**src/rtl/veririsc_pkg.sv**
```systemverilog
// veririsc_pkg: shared opcodes, sequencer state encodings, control bundle and ALU-op helper
package veririsc_pkg;

  localparam logic [2:0] HLT = 3'd0;
  localparam logic [2:0] SKZ = 3'd1;
  localparam logic [2:0] ADD = 3'd2;
  localparam logic [2:0] AND = 3'd3;
  localparam logic [2:0] XOR = 3'd4;
  localparam logic [2:0] LDA = 3'd5;
  localparam logic [2:0] STO = 3'd6;
  localparam logic [2:0] JMP = 3'd7;

  localparam logic [3:0] INST_ADDR  = 4'd0;
  localparam logic [3:0] INST_FETCH = 4'd1;
  localparam logic [3:0] INST_LOAD  = 4'd2;
  localparam logic [3:0] IDLE       = 4'd3;
  localparam logic [3:0] OP_ADDR    = 4'd4;
  localparam logic [3:0] OP_FETCH   = 4'd5;
  localparam logic [3:0] ALU_OP     = 4'd6;
  localparam logic [3:0] STORE      = 4'd7;
  localparam logic [3:0] HALTED     = 4'd8;

  typedef struct packed {
    logic       sel;
    logic       rd;
    logic       wr;
    logic       ld_ir;
    logic       ld_ac;
    logic       ld_pc;
    logic       inc_pc;
    logic       data_e;
    logic       halt;
    logic       halted;
    logic [2:0] phase;
  } ctrl_t;

  // Values presented while reset is held: address mux on PC, phase 0, nothing else active.
  localparam ctrl_t CTRL_RESET = '{
    sel: 1'b1, rd: 1'b0, wr: 1'b0, ld_ir: 1'b0, ld_ac: 1'b0, ld_pc: 1'b0,
    inc_pc: 1'b0, data_e: 1'b0, halt: 1'b0, halted: 1'b0, phase: 3'd0
  };

  // Opcodes that read an operand from memory into the accumulator path.
  function automatic logic is_aluop(input logic [2:0] op);
    return op == ADD || op == AND || op == XOR || op == LDA;
  endfunction

endpackage

```
**src/rtl/veririsc_ctrl_decode.sv**
```systemverilog
// veririsc_ctrl_decode: combinational decode of sequencer state, opcode and zero flag into control strobes
module veririsc_ctrl_decode
  import veririsc_pkg::*;
(
  input  logic [3:0] state,
  input  logic [2:0] opcode,
  input  logic       zero,
  output ctrl_t      ctrl
);

  logic [2:0] p;
  logic       v;
  logic       alu;

  // Phases 0..7 decode from the low bits; any state with bit 3 set (HALTED or illegal) drives no phase strobes.
  always_comb begin
    p = state[2:0];
    v = !state[3];
    alu = is_aluop(opcode);
    ctrl.sel    = v && !p[2];
    ctrl.rd     = v && ((p != 3'd0 && !p[2]) || (p[2] && p != 3'd4 && alu));
    ctrl.ld_ir  = v && (p == 3'd2 || p == 3'd3);
    ctrl.inc_pc = v && (p == 3'd4 || (p == 3'd6 && opcode == SKZ && zero));
    ctrl.halt   = state == HALTED || (v && p == 3'd4 && opcode == HLT);
    ctrl.ld_ac  = v && p == 3'd7 && alu;
    ctrl.ld_pc  = v && (p == 3'd6 || p == 3'd7) && opcode == JMP;
    ctrl.data_e = v && (p == 3'd6 || p == 3'd7) && opcode == STO;
    ctrl.wr     = v && p == 3'd7 && opcode == STO;
    ctrl.halted = state == HALTED;
    ctrl.phase  = state == HALTED ? 3'd3 : p;
  end

endmodule

```
**src/rtl/veririsc_sequencer.sv**
```systemverilog
// veririsc_sequencer: 8-phase VeriRISC fetch/execute sequencer with memory-ready stall and sticky halt
module veririsc_sequencer
  import veririsc_pkg::*;
#(
  parameter int USE_MEM_READY = 1,
  parameter int OPCODE_WIDTH  = 3
) (
  input  logic                    clk,
  input  logic                    rst,
  input  logic [OPCODE_WIDTH-1:0] opcode,
  input  logic                    zero,
  input  logic                    mem_ready,
  input  logic                    run,
  output logic                    sel,
  output logic                    rd,
  output logic                    wr,
  output logic                    ld_ir,
  output logic                    ld_ac,
  output logic                    ld_pc,
  output logic                    inc_pc,
  output logic                    data_e,
  output logic                    halt,
  output logic [2:0]              phase,
  output logic                    halted
);

  logic [3:0] state;
  logic [3:0] state_next;
  logic       stall;
  ctrl_t      dec;
  ctrl_t      out;

  veririsc_ctrl_decode u_decode (
    .state  (state),
    .opcode (opcode),
    .zero   (zero),
    .ctrl   (dec)
  );

  // Fetch phases wait for memory; the operand fetch only waits when an operand is actually read.
  // Illegal encodings above HALTED recover to INST_ADDR.
  always_comb begin
    stall = USE_MEM_READY != 0 && !mem_ready &&
            (state == INST_FETCH || (state == OP_FETCH && is_aluop(opcode)));
    state_next = state == HALTED ? (run ? INST_ADDR : HALTED) :
                 state[3] ? INST_ADDR :
                 stall ? state :
                 (state == OP_ADDR && opcode == HLT) ? HALTED :
                 {1'b0, state[2:0] + 3'd1};
  end

  // State register; reset wins over run and mem_ready.
  always_ff @(posedge clk) begin
    if (rst) state <= INST_ADDR;
    else state <= state_next;
  end

  // Reset masks the decode so nothing from the interrupted instruction leaks out.
  always_comb begin
    out = rst ? CTRL_RESET : dec;
    {sel, rd, wr, ld_ir, ld_ac, ld_pc, inc_pc, data_e, halt, halted, phase} = out;
  end

  // Bus and PC conflicts must be impossible for every state/opcode pairing.
  always_ff @(posedge clk) begin
    assert (!(out.rd && out.wr));
    assert (!(out.ld_pc && out.inc_pc));
  end

endmodule
```
**config.mk**
```make
export PLATFORM = sky130hd
export DESIGN_NAME = veririsc_sequencer
export DESIGN_NICKNAME = d
export VERILOG_FILES = /design/src/rtl/veririsc_pkg.sv /design/src/rtl/veririsc_ctrl_decode.sv /design/src/rtl/veririsc_sequencer.sv
export SDC_FILE = /design/constraint.sdc
export NUM_CORES = 1
export LEC_CHECK = 0
export ABC_AREA = 1
export CORE_AREA = 2 2 39 41
export DETAILED_ROUTE_END_ITERATION = 16
export DIE_AREA = 0 0 41 43
export PLACE_DENSITY = 0.67
export SETUP_SLACK_MARGIN = 0.4
export SLEW_MARGIN = 20
export SYNTH_ARGS = -nofsm -noshare
export SYNTH_HDL_FRONTEND = slang
export SYNTH_SLANG_ARGS = --single-unit
```
**constraint.sdc**
```tcl
create_clock -name clk -period 3.2 [get_ports clk]
set_clock_uncertainty 0.05 [all_clocks]
set_input_delay 0.8 -clock clk [delete_from_list [all_inputs] [get_ports clk]]
set_output_delay 0.8 -clock clk [all_outputs]
set_load 0.005 [all_outputs]
```
==> reports/metrics.cfg, run 1 <==
[setup_path]
worstPathArrival_ns=1.86
end_kind=output pin
crit_type=input port to output pin
critPathRequiredTime_ns=2.35
crit_path_start=rst
start_kind=input port
crit_fanout=5
r2r-start=state[1]$_SDFFE_PP0P_

[placement]
io_buffers=20
place_congestion=0.8230
dp.cells=108
placed_cell_area_um2=675.6
pre_cts_slack_ns=0.06501
place_hpwl_um=924.3

[timing]
fin_tns_setup_ns=0
worst_slew_margin_rel_pct=78.27
hold_violations=0
hold_slack_ns=0.4885
max_freq_ghz=0.3690
worst_slack_ns=0.4901
worstMarginPinSlew_ns=0.3255
finalSetupViolCount=0
rsz0062_at_grt=true
fin_crit_sh_pct=84.69
finalCriticalPeriod_ns=2.710
maxSlewViolCount=0

[floorplan]
die_area_um2=1763
rows=14
core-area_um2=1384
io_pins=21
die_y_um=43
die_w_um=41
start_util_pct=31.83

[finish]
nFillCells=143
layout.nets=115
diodes=0
multi_input_area_um2=329.1
fin_util_pct=52.44
top_register=state
largest_reg_flops=4
seq_area_um2=80.08
top_regs=state x4
finish.instance_area_um2=725.7
area_delta_synth_final_pct=64.77
drive_gt1_share_pct=23.23
instances_no_fill=115

[grt]
gr-total-overflow=0
grt_max_degree=9
grtUsageMet2_pct=25.00
met1_usage_pct=16.77
grt_use_met3_pct=4.712
grt_pass1_wl_um=1849
grt-busiest-layer=met2
grt_antenna_before_repair=0
grt_pass1_vias=468
grt_usage_pct=15.48

[power]
p_leak_nw=0.3667
ir_drop_mv=0.1982
power_mw=0.2532
powerDensity_nw_per_um2=348.9

[logic_synthesis]
synth.distinct_cells=16
synth_fa_ha_area_share_pct=17.05
ys_warn_count=0
synth-seq-cells=4
yosys.area_share.simple_pct=44.60
synth_common_cells=nand2_1 (19), inv_1 (11), nor2_1 (8)
synth.area.mux_share_pct=0
avgSynthCellArea_um2=6.292
synthCells=70
ys_dominant_reg_cell=dfxtp_1
synth_area_leaders=dfxtp_1 (18%), ha_1 (17%), nand2_1 (16%)
synth_nets=84
synth_top_area_cell=dfxtp_1
yosysMostFrequentCell=nand2_1
synth_edf_count=0
yosysSeqAreaShare_pct=18.18
synth_xor_area_share_pct=0
synth_compound_area_share_pct=10.80
synth_top_family_by_area=simple AND/OR/NAND/NOR gates
synth_top_area_share_pct=18.18
syn-cell-area_um2=440.4
synthArstFlopShare_pct=0

[flow_run]
max_cap_viol_count=0

[route]
via_per_inst=4.635
first_pass_iters=2
wire_per_inst_um=10.33
vias=533
route.detailed.drc=0
routed_wl_um=1188
drt_iter0_drc=5
antenna_left=0

[cts]
cts_buffers=3
htree_num_levels=1
cts_tree=yes
root_buffer=clkbuf_4
cts.clk_slew.worst_paths_ns=0.04
clk-insertion-delay-late_ns=0.24
cts_hold_buffers=0
clock_path_buffers=2
cts_sinks=4

[min_path]
holdCritStartpoint=state[1]$_SDFFE_PP0P_
hold_path.class=flop to flop

[outcome]
status=finished clean

critical path, cell delays in order:
cell             delay (ns)
clkdlybuf4s15_2        0.24
inv_1                  0.09
buf_4                  0.15
o21ai_0                0.07
clkdlybuf4s50_1        0.52
final cells by class:
class	instances	share of cell area [%]
sequential	4	11.03
timing repair buffer	26	32.07
inverter	11	5.690
clock buffer	3	3.103
multi-input combinational	55	45.34
tap	16	2.759
cell usage in the layout (no fill, tap or decap):
cell and count:
clkbuf_4 3, clkbuf_2 1, nand2_2 2, nor2_4 1, nand2_1 18, a21oi_2 1
o21ai_2 1, clkdlybuf4s50_1 10, clkdlybuf4s15_1 1, dlygate4sd2_1 7, ha_2 1, nor3_1 4
nor3b_4 1, ha_1 5, o21ai_0 4, inv_1 9, nand4_1 2, inv_2 2
buf_4 6, dfxtp_1 4, a21oi_1 2, clkdlybuf4s15_2 1, nand3_1 4, nor2_1 6
nor2_2 3
per-layer routing:
layer / routed length, µm / vias up / share of wire [%]
met2: 580 / 20 / 49
met1: 496 / 229 / 42
met5: 0 / - / 0
li1: - / 282 / -
met4: 19 / 0 / 1.6
met3: 92 / 2 / 7.7
cells by family after synthesis:
logic type | count (synthesis)
DFF | 4
buffers and inverters | 11
adders and majority gates | 6
AOI/OAI and AO/OA | 8
and+or+nand+nor | 41
what timing repair did:
item	4_1_cts	5_1_grt
pin swaps	3	1
resized for setup	16	5
setup endpoints to repair	13	5
setup buffers	4	0
worst paths after layout:
path                            cells after the start               endpoint  slack (ns)
worst max-delay path                                5                    sel        0.49
worst min-delay path                                2  state[1]$_SDFFE_PP0P_        0.49
worst max register to register                      8  state[0]$_SDFFE_PP0P_        1.83
worst min register to register                      2  state[1]$_SDFFE_PP0P_        0.49
power breakdown:
| group | switching [mW] | internal (mW) |
|---|---|---|
| clock | 0.0230 | 0.0421 |
| combinational | 0.0562 | 0.0587 |
| sequential | 0.0141 | 0.0591 |
Power figures use the tool's default switching activity.
==> inputs of run 2 (changes only) <==
Clock period 3.2 ns to 2.79 ns, I/O delays scaled along.
==> reports/metrics.cfg, run 2 (synthesis results as in run 1) <==
[outcome]
status=finished clean

[cts]
cts_sinks=4  ; unchanged
htree_num_levels=1  ; unchanged
root_buffer=clkbuf_4
clock_path_buffers=2  ; unchanged
clk-insertion-delay-late_ns=0.23  ; about the same
cts_tree=yes
cts_hold_buffers=0  ; unchanged
cts.clk_slew.worst_paths_ns=0.03  ; about the same
cts_buffers=3  ; unchanged

[finish]
area_delta_synth_final_pct=86.93
seq_area_um2=86.33  ; +7.8%
nFillCells=130  ; -9.1%
multi_input_area_um2=351.6  ; +6.8%
instances_no_fill=126  ; +9.6%
diodes=0  ; unchanged
drive_gt1_share_pct=40.91  ; +18 points
top_register=state
final_cell_mix=nand2_1 (17), buf_4 (17), dlygate4sd2_1 (10), inv_1 (7), nor2_1 (6)
top_regs=state x4
layout.nets=126  ; +9.6%
largest_reg_flops=4  ; unchanged

[setup_path]
crit_fanout=4  ; -1
rr_endpoint=state[0]$_SDFFE_PP0P_
critPathRequiredTime_ns=2.04  ; -0.31 ns
r2r_cells=12  ; +4
end_kind=output pin
crit_path_start=opcode[0]
worstPathArrival_ns=1.59  ; -0.27 ns
rrSetupSlack_ns=1.14  ; -0.69 ns
critPathCapture=wr
start_kind=input port
r2r-start=state[0]$_SDFFE_PP0P_
crit_type=input port to output pin

[timing]
finalCriticalPeriod_ns=2.333
maxSlewViolCount=0  ; unchanged
rsz0062_at_grt=false
finalSetupViolCount=0  ; unchanged
worst_slew_margin_rel_pct=81.45  ; +3.2 points
worstMarginPinSlew_ns=0.2778  ; -0.04766 ns
max_freq_ghz=0.4286
fin_crit_sh_pct=83.63
hold_violations=0  ; unchanged

[placement]
dp.cells=113  ; +4.6%
io_buffers=20  ; unchanged
place_congestion=0.8402  ; +2.1%
place_hpwl_um=925.6  ; +0.14%

[route]
drt_iter0_drc=4  ; -1
vias=569  ; +6.8%
route.detailed.drc=0  ; unchanged
via_per_inst=4.516  ; -2.6%
wire_per_inst_um=10.52  ; +1.8%
antenna_left=0  ; unchanged
first_pass_iters=2  ; unchanged
routed_wl_um=1325  ; +12%

[floorplan]
io_pins=21  ; unchanged
rows=14  ; unchanged
die_area_um2=1763  ; unchanged
core-area_um2=1384  ; unchanged
die_y_um=43  ; unchanged
die_w_um=41  ; unchanged
start_util_pct=31.83  ; unchanged

[grt]
grt_pass1_wl_um=2270  ; +23%
grt_max_degree=9  ; unchanged
grt_antenna_before_repair=0  ; unchanged
gr-total-overflow=0  ; unchanged
grt_pass1_vias=572  ; +22%
grt_usage_pct=18.31  ; +2.8 points

[power]
powerDensity_nw_per_um2=369.9  ; +6.0%
ir_drop_mv=0.2739  ; +38%
p_leak_nw=0.4584  ; +25%
power_mw=0.3046  ; +20%

[flow_run]
max_cap_viol_count=0  ; unchanged

[min_path]
hold_path.class=flop to flop

## run 2: changes by cell type in the layout (fill, tap and decap cells not counted), moves of 2 or more
cell,previous run,this run
inv_2,2,4
dfxtp_1,4,1
inv_1,9,7
dlygate4sd2_1,7,10
nor3_2,0,2
dlymetal6s2s_1,0,2
clkdlybuf4s50_1,10,3
dfxtp_2,0,2
buf_2,0,2
buf_4,6,17
nor3_1,4,2
## run 2: metrics by stage
step                worst slack (ns)  TNS (ns)  instance area, µm²  hold slack [ns]  util [%]
global route                  0.4013         0               823.3           0.4963     59.49
detailed placement           -0.1391   -0.6795               713.2           0.4700     51.54
floorplan                     0.9017         0               440.4           0.4413         -
global placement             -0.1176   -0.5965               713.2           0.4662     51.54
finish                        0.4568         0               823.3           0.4687     59.49
CTS                           0.4083         0               808.3           0.4611     58.41
## run 2: per-layer routing
layer | vias up | track usage [%] | part of all wire [%]
met1 | 247 | 21.04 | 41
li1 | 306 | - | -
met4 | 0 | 6.000 | 0
met2 | 16 | 32.81 | 54
met5 | - | 0 | 0
met3 | 0 | 1.571 | 4.5
## run 2: how the worst min path moves through the flow
stage,end,startpoint,cells after the start
2_1_floorplan,state[1]$_SDFFE_PP0P_,state[1]$_SDFFE_PP0P_,2
3_3_place_gp,state[1]$_SDFFE_PP0P_,state[1]$_SDFFE_PP0P_,2
3_5_place_dp,state[1]$_SDFFE_PP0P_,state[1]$_SDFFE_PP0P_,2
4_1_cts,state[1]$_SDFFE_PP0P_,state[1]$_SDFFE_PP0P_,2
5_1_grt,state[0]$_SDFFE_PP0P_,state[0]$_SDFFE_PP0P_,2
6_report,state[1]$_SDFFE_PP0P_,state[1]$_SDFFE_PP0P_,2
## run 2: critical path: stages
cell and delay, ns:
dlygate4sd2_1 0.24, inv_2 0.07, buf_4 0.11, nand3_1 0.08, nor3_1 0.14, dlygate4sd2_1 0.25
## run 2: where the power goes
part           internal [mW]  switching [mW]  total [mW]
Sequential            0.0700          0.0171      0.0871
Clock                 0.0478          0.0191      0.0668
Combinational         0.0782          0.0724       0.151
## run 2: layout make-up
type / instances / share of cell area (%)
multi-input combinational: 55 / 42.71
inverter: 11 / 5.015
timing repair buffer: 37 / 36.63
sequential: 4 / 10.49
clock buffer: 3 / 2.736
tap: 16 / 2.432
## run 2: what timing repair did
action / 4_1_cts / 5_1_grt
endpoints found under the setup margin: 13 / 7
buffers inserted: 8 / 2
pin swaps: 5 / 4
resized for setup: 35 / 10
==> inputs of run 3 (changes only) <==
Settings changed: PLACE_DENSITY 0.67 to 0.7.
Clock period 2.79 ns to 1.9 ns, I/O delays scaled along.
==> reports/metrics.cfg, run 3 (synthesis results as in run 1) <==
[floorplan]
start_util_pct=31.83  ; unchanged
die_w_um=41  ; unchanged
rows=14  ; unchanged
core-area_um2=1384  ; unchanged
die_y_um=43  ; unchanged
io_pins=21  ; unchanged
die_area_um2=1763  ; unchanged

[timing]
worstMarginPinSlew_ns=0.2595  ; -0.01832 ns
worst_slew_margin_rel_pct=82.52  ; +1.1 points
hold_violations=0  ; unchanged
maxSlewViolCount=0  ; unchanged
fin_tns_setup_ns=0  ; unchanged
finalCriticalPeriod_ns=1.891
finalSetupViolCount=0  ; unchanged
fin_crit_sh_pct=99.54
max_freq_ghz=0.5288
rsz0062_at_grt=true

[route]
via_per_inst=4.813  ; +6.6%
first_pass_iters=4  ; +2
wire_per_inst_um=14.15  ; +35%
antenna_left=0  ; unchanged
route.detailed.drc=0  ; unchanged
vias=693  ; +22%
routed_wl_um=2038  ; +54%
drt_iter0_drc=9  ; +5

[grt]
gr-total-overflow=0  ; unchanged
grt_usage_pct=23.19  ; +4.9 points
grt_pass1_vias=619  ; +8.2%
grt_pass1_wl_um=2725  ; +20%
grt_max_degree=7  ; -2
grt_antenna_before_repair=0  ; unchanged

[setup_path]
crit_path_max_incr_delay_ns=0.36  ; +0.11 ns
crit_type=flop to output pin
crit_path_cell_trace=inv_4 > ha_4 > nand2_2 > nor2_2 > nand2_2 > buf_6 > o21ai_2 > buf_2
crit_buf_inv=3  ; -1
start_kind=flop
worstPathArrival_ns=1.37  ; -0.22 ns
cpLargestDelayFamily=flip-flops
critPathRequiredTime_ns=1.37  ; -0.67 ns
end_kind=output pin
critPathMostFrequentCell=nand2_2
crit_fanout=4  ; unchanged
critPathSlowestCell=dfxtp_4

[cts]
clk-insertion-delay-late_ns=0.23  ; about the same
cts_sinks=4  ; unchanged
htree_num_levels=1  ; unchanged
cts_buffers=3  ; unchanged
cts_tree=yes
root_buffer=clkbuf_4
clock_path_buffers=2  ; unchanged
cts.clk_slew.worst_paths_ns=0.03  ; about the same

[finish]
layout.nets=144  ; +14%
top_regs=state x4
fin_util_pct=81.37  ; +22 points
final_cell_mix=buf_4 (21), buf_2 (15), buf_6 (15), nand2_2 (13), nand2_1 (7)
largest_reg_flops=4  ; unchanged
instances_no_fill=144  ; +14%
final_common_cell=buf_4
top_register=state
drive_gt1_share_pct=80.47  ; +40 points
diodes=0  ; unchanged
nFillCells=80  ; -38%
area_delta_synth_final_pct=155.7

[flow_run]
max_cap_viol_count=0  ; unchanged

[placement]
dp.cells=122  ; +8.0%
place_congestion=0.8359  ; -0.51%
place_hpwl_um=1108  ; +20%
io_buffers=20  ; unchanged

[power]
powerDensity_nw_per_um2=559.6  ; +51%
ir_drop_mv=0.6330  ; +130%
power_mw=0.6302  ; +110%
p_leak_nw=0.5351  ; +17%

[outcome]
status=finished clean

[min_path]
hold_path.class=flop to flop

run 3: timing repair:
action,CTS,global route
endpoints found under the setup margin,15,15
hold buffers,0,0
pin swaps,16,11
setup buffers,14,5
gates cloned,0,0
resized for setup,111,30
run 3: report_power, final:
part           switching, mW  internal (mW)  total (mW)  leakage, nW
sequential            0.0402          0.106       0.146       0.0356
combinational          0.175          0.207       0.382        0.486
clock                 0.0317         0.0704       0.102       0.0138
total                  0.247          0.383       0.630        0.535
run 3: area by class of cell:
class / instances / area, µm² / share of cell area, %
Clock buffer: 3 / 22.52 / 2.000
Inverter: 11 / 51.30 / 4.556
Multi-Input combinational cell: 55 / 495.5 / 44.00
Sequential cell: 4 / 95.09 / 8.444
Tap cell: 16 / 20.02 / 1.778
Timing Repair Buffer: 55 / 441.7 / 39.22
run 3: metrics by stage:
step                hold WS, ns  area [µm²]  worst slack [ns]
floorplan                0.4407       447.9            0.3746
global placement         0.4710       788.3           -0.5572
detailed placement       0.4858       788.3           -0.5707
CTS                      0.5075       965.9           0.01978
global route             0.5310        1126          -0.04569
finish                   0.5101        1126          0.008810
run 3: routing by layer:
metal | routed length [µm] | global-route usage, % | vias to the layer above
li1 | - | - | 343
met1 | 794 | 23.79 | 328
met2 | 1142 | 42.19 | 22
met3 | 101 | 6.283 | 0
met4 | 0 | 6.667 | 0
met5 | 0 | 0 | -
run 3: worst paths after layout:
kind                         start                     to  slack (ns)  cells after the start
min          state[1]$_SDFFE_PP0P_  state[1]$_SDFFE_PP0P_        0.51                      2
max          state[0]$_SDFFE_PP0P_               phase[1]       0.009                      8
min reg2reg  state[1]$_SDFFE_PP0P_  state[1]$_SDFFE_PP0P_        0.51                      2
max reg2reg  state[0]$_SDFFE_PP0P_    state[3]$_SDFF_PP0_        0.10                     13
run 3: worst reg2reg max path: stages (launching register included):
cell and delay (ns):
dfxtp_4 0.36, inv_4 0.09, ha_4 0.17, nand3_4 0.08
nor2_4 0.13, nand2_2 0.07, buf_6 0.12, buf_6 0.10
buf_6 0.10, buf_6 0.10, buf_6 0.10, buf_6 0.10
buf_6 0.10, o21ai_2 0.04
